--- src/rtl/addr_burst_issuer.sv ---
// addr_burst_issuer: queues {start address, length} commands in a small FIFO and
// expands each into a stream of consecutive beat addresses with valid/ready handshake.
module addr_burst_issuer #(
    parameter int ADDR_W = 16,
    parameter int DEPTH  = 4
) (
    input  logic              clk,
    input  logic              rst_n,
    input  logic              in_valid,
    output logic              in_ready,
    input  logic [ADDR_W-1:0] in_count,
    input  logic [3:0]        in_len,
    output logic              out_valid,
    input  logic              out_ready,
    output logic [ADDR_W-1:0] out_addr,
    output logic              out_last,
    output logic              busy,
    output logic [15:0]       beat_cnt,
    output logic              wrap_err
);
    localparam int PW = $clog2(DEPTH);

    typedef enum logic {IDLE, BURST} state_t;

    state_t            r_state, w_next;
    logic [ADDR_W+3:0] r_mem [DEPTH];
    logic [PW-1:0]     r_wp, r_rp;
    logic [PW:0]       r_cnt;
    logic              r_up;
    logic [ADDR_W-1:0] r_base;
    logic [3:0]        r_idx, r_len;
    logic [15:0]       r_beats;
    logic              r_wrap;
    logic [ADDR_W+3:0] w_head;
    logic              w_push, w_pop, w_xfer, w_empty, w_full, w_last;

    assign w_empty   = (r_cnt == '0);
    assign w_full    = (r_cnt == (PW+1)'(DEPTH));
    // r_up keeps in_ready low until the first edge after reset release
    assign in_ready  = r_up && !w_full;
    assign w_push    = in_valid && in_ready;
    assign w_head    = r_mem[r_rp];
    assign w_last    = (r_idx == r_len);
    assign out_valid = (r_state == BURST);
    assign out_addr  = out_valid ? r_base + ADDR_W'(r_idx) : '0;
    assign out_last  = out_valid && w_last;
    assign w_xfer    = out_valid && out_ready;
    assign busy      = out_valid || !w_empty;
    assign beat_cnt  = r_beats;
    assign wrap_err  = r_wrap;

    always_comb begin
        w_next = r_state;
        w_pop  = 1'b0;
        if (r_state == IDLE) begin
            w_pop  = !w_empty;
            w_next = w_empty ? IDLE : BURST;
        end else if (w_xfer && w_last) begin
            // chain straight into the next queued burst so no idle beat appears
            w_pop  = !w_empty;
            w_next = w_empty ? IDLE : BURST;
        end
    end

    always_ff @(posedge clk) begin
        if (w_push) r_mem[r_wp] <= {in_count, in_len};
    end

    always_ff @(posedge clk or negedge rst_n) begin
        if (!rst_n) begin
            r_state <= IDLE;
            r_wp    <= '0;
            r_rp    <= '0;
            r_cnt   <= '0;
            r_up    <= 1'b0;
            r_base  <= '0;
            r_idx   <= '0;
            r_len   <= '0;
            r_beats <= '0;
            r_wrap  <= 1'b0;
        end else begin
            r_up    <= 1'b1;
            r_state <= w_next;
            r_cnt   <= r_cnt + (PW+1)'(w_push) - (PW+1)'(w_pop);
            if (w_push) r_wp <= r_wp + 1'b1;
            if (w_pop) begin
                r_rp   <= r_rp + 1'b1;
                r_base <= w_head[ADDR_W+3:4];
                r_len  <= w_head[3:0];
                r_idx  <= '0;
            end else if (w_xfer && !w_last) begin
                r_idx  <= r_idx + 1'b1;
            end
            if (w_xfer) begin
                r_beats <= r_beats + 1'b1;
                if (r_idx != '0 && out_addr == '0) r_wrap <= 1'b1;
            end
        end
    end
endmodule
--- config.mk ---
export PLATFORM = sky130hd
export DESIGN_NAME = addr_burst_issuer
export DESIGN_NICKNAME = d
export VERILOG_FILES = /design/src/rtl/addr_burst_issuer.sv
export SDC_FILE = /design/constraint.sdc
export NUM_CORES = 1
export LEC_CHECK = 0
export CAP_MARGIN = 0
export CORE_MARGIN = 8
export CORE_UTILIZATION = 41
export DETAILED_ROUTE_END_ITERATION = 10
export GPL_TIMING_DRIVEN = 0
export HOLD_SLACK_MARGIN = 0.03
export PLACE_DENSITY = 0.72
export SETUP_SLACK_MARGIN = 0.3
export SYNTH_ARGS = -nofsm -noshare
export SYNTH_HDL_FRONTEND = slang
export SYNTH_SLANG_ARGS = --single-unit
--- constraint.sdc ---
create_clock -name clk -period 3.2 [get_ports clk]
set_input_delay 0.48 -clock clk [delete_from_list [all_inputs] [get_ports clk]]
set_output_delay 0.48 -clock clk [all_outputs]
set_load 0.005 [all_outputs]
==> key figures <==
Routing
  • Detailed-route via count: 3550
  • Remaining DRCs: 0
  • Final wirelength: 12.5 mm
  • Vias per inst: 5.21
  • DRT iter0 DRCs: 153
  • Post-route ant nets: 0
  • DRT Pass-1 Iters: 5
  • Drt wl/cell: 18.4 um

Critical path
  • Critical path arrival: 2.60 ns
  • CP Data Required Time: 2.72 ns
  • Max stage delay on crit path: 0.37 ns
  • CP max FO: 3
  • Setup slack, reg-to-reg: 0.40 ns
  • R2r worst-path depth: 14
  • R2R Path Start: r_idx[0]
  • Most frequent CP cell: buf_6
  • Worst path slowest cell: dfrtp_2
  • Crit-path cells: ha_2 -> inv_2 -> fa_2 -> nand2b_4 -> a21oi_4 -> buf_6 -> buf_6 -> and3_4 -> xor2_1 -> and2_1 -> buf_2
  • Worst flop-to-flop path endpoint: wrap_err
  • Worst Setup Start Kind: flip-flop
  • Worst setup path category: reg -> out
  • Crit. End Element: primary output

Synth
  • Synthesized area per cell: 15.2 sq um
  • Register bit total from synthesis: 130
  • Mapped Area: 5680 sq um
  • Synthesis Warnings: 0
  • Mapped Nets: 413
  • Syn Inst Count: 374
  • Cell taking the most area after synthesis: edfxtp_1
  • Top cells by area, synth: edfxtp_1 (42%), dfrtp_1 (22%), mux4_2 (7.9%), mux2_2 (3.8%), ha_1 (2.9%)
  • Seq/Total Area, Yosys: 64.3%
  • Netlist cell types: 41
  • Synth top area share: 42.3%

Timing
  • Period utilisation layout: 96.2%
  • Final Hold Violating Endpoints: 0
  • Slew headroom: 26.0%
  • Worst-margin pin slew: 1.11 ns
  • Peak Freq: 0.325 GHz
  • TNS Setup: 0 ns
  • Pins Over Slew Limit: 0
  • RSZ-0062 raised after global routing: true
  • Setup violators final: 0
  • Final Critical Period: 3.08 ns
  • Max Clock Skew: 0.00695 ns

Global route
  • First-pass GRT wire length: 19.3 mm
  • Antenna violations before repair: 0
  • Vias in the first global route: 3733
  • Total GRT Usage: 14.1%
  • Total grt overflow: 0
  • Largest net degree at the start of global routing: 29

Floorplan
  • Row cnt: 43
  • Die width: 134 um
  • I/O pin count: 61
  • Chip Height: 134 um
  • Initial Utilization: 41.4%
  • Die Area: 17900 sq um
  • Core area: 13700 sq um

Cells and area
  • Design area: 7550 sq um
  • Ant diodes: 0
  • Nets@finish: 528
  • Area grow syn2layout: 33.0%
  • Share of cells above drive strength 1: 30.9%
  • Most common cell after layout, fill and taps aside: edfxtp_1
  • Commonest non-fill, non-tap cells in the layout: edfxtp_1 (80), clkdlybuf4s50_1 (47), dfrtp_1 (46)

Clock tree
  • H-tree levels: 4
  • CTS tree: yes
  • Worst-Skew Late Latency: 0.42 ns
  • CTS Buf Count: 17
  • Root buffer cell: clkbuf_16
  • Clock slew at reported path FFs: 0.06 ns
  • Clk buf depth: 2
  • Clock sink total: 130

Outcome
  • Status: finished clean

Placed design
  • PortBufs: 60
  • GP Congestion: 0.819
  • Placed inst area: 6520 sq um
  • Hpwl dp: 7.93 mm

Power and ir drop
  • VDD IR max: 544 uV
  • Total Power: 7350 uW
  • Pwr Density: 974 nW/um^2
  • Leakage power: 0.00293 uW

Min path
  • Hold Path Class: in -> async

Job
  • Max-cap violation count: 0
-- layout make-up --
class | instances | area, sq um
Fill cell | 1084 | 6170
Tap cell | 180 | 225
Multi-Input combinational cell | 219 | 2110
Timing Repair Buffer | 96 | 873
Clock buffer | 18 | 429
Clock inverter | 14 | 156
Sequential cell | 130 | 3660
Buffer | 12 | 56.3
Inverter | 13 | 48.8
-- worst max-delay path: cells and delay by family (launching register included) --
kind	cells	cell delay, ns
buffers and inverters	4	0.38
adders and majority gates	2	0.57
AOI/OAI and AO/OA	1	0.19
xor gates and xnor gates	1	0.16
DFF	1	0.37
and+or+nand+nor	3	0.50
-- how the worst max path moves through the flow --
| stage | slack (ns) | to | cells after the start | start |
|---|---|---|---|---|
| 2_1_floorplan | 0.60 | wrap_err | 9 | r_idx[0] |
| 3_3_place_gp | -0.15 | out_addr[14] | 9 | r_idx[0] |
| 3_5_place_dp | -0.20 | out_addr[14] | 9 | r_idx[0] |
| 4_1_cts | 0.14 | out_addr[14] | 10 | r_base[0] |
| 5_1_grt | 0.02 | out_addr[8] | 11 | r_idx[0] |
| 6_report | 0.12 | out_addr[8] | 11 | r_idx[0] |
-- what timing repair did --
| item | in CTS | in global routing |
|---|---|---|
| pin swaps | 10 | 7 |
| hold endpoints to repair | 0 | 0 |
| gates resized for setup | 59 | 29 |
| cloned | 0 | 0 |
| setup buffers | 21 | 14 |
| setup endpoints to repair | 15 | 13 |
| hold buffers | 0 | 0 |
-- cells in the mapped netlist --
| cell | instances |
|---|---|
| a2111o_1 | 1 |
| a2111oi_0 | 2 |
| a211o_1 | 2 |
| a211oi_1 | 1 |
| a21boi_0 | 2 |
| a21oi_1 | 2 |
| a21oi_4 | 1 |
| a221o_1 | 1 |
| a221oi_1 | 1 |
| a311oi_1 | 1 |
| and2_1 | 12 |
| and3_1 | 11 |
| and3b_1 | 1 |
| buf_1 | 2 |
| buf_2 | 4 |
| clkbuf_1 | 6 |
| conb_1 | 1 |
| dfrtp_1 | 50 |
| edfxtp_1 | 80 |
| fa_1 | 2 |
| ha_1 | 13 |
| inv_1 | 13 |
| mux2_2 | 19 |
| mux2i_1 | 5 |
| mux4_2 | 20 |
| nand2_1 | 24 |
| nand2b_1 | 8 |
| nand3_1 | 11 |
| nand4_1 | 5 |
| nand4b_1 | 1 |
| nor2_1 | 19 |
| nor2b_1 | 1 |
| nor3_1 | 3 |
| nor4_1 | 1 |
| o21a_1 | 2 |
| o21ai_0 | 6 |
| o31ai_1 | 1 |
| o41ai_2 | 1 |
| or3_1 | 2 |
| xnor2_1 | 18 |
| xor2_1 | 18 |
-- routing by layer --
layer / track usage (%) / vias to the layer above / share of wire, %
li1: - / 1611 / -
met1: 15.9 / 1784 / 41
met2: 23.7 / 130 / 50
met3: 4.25 / 25 / 5.9
met4: 7.05 / 0 / 2.5
met5: 0 / - / 0
-- power breakdown --
part | internal, uW | leakage [uW] | total, uW | switching (uW)
Sequential | 2160 | 0.00134 | 2470 | 316
Clock | 1150 | 0.000274 | 1880 | 730
Combinational | 1670 | 0.00132 | 3000 | 1330
-- state kept, by name, summed over array words and instances (netlist names) --
signal,cells
r_mem,80
beat_cnt,16
r_base,16
r_idx,4
r_len,4
r_cnt,3
r_rp,2
r_wp,2
out_valid,1
r_up,1
wrap_err,1
-- logic make-up after synthesis --
kind of cell,count (synthesis),synth area share (%)
AO/OA/AOI/OAI,24,3.37
XOR/XNOR,36,5.55
adder cells (fa/ha/maj),15,3.57
buffers and inverters,25,1.74
flip-flops,130,64.3
multiplexers,44,12.6
other,1,0.0660
AND/OR/NAND/NOR,99,8.79
-- metrics by stage --
stage	setup WS [ns]	hold slack, ns	std cells	util [%]
2_1_floorplan	0.604	0.184	374	-
3_3_place_gp	-0.153	0.459	614	47.4
3_5_place_dp	-0.196	0.482	615	47.5
4_1_cts	0.143	0.0525	668	53.7
5_1_grt	0.0165	0.0859	682	55.1
6_report	0.122	0.0433	682	55.1
Note: power is estimated with default switching activity, not from simulation.
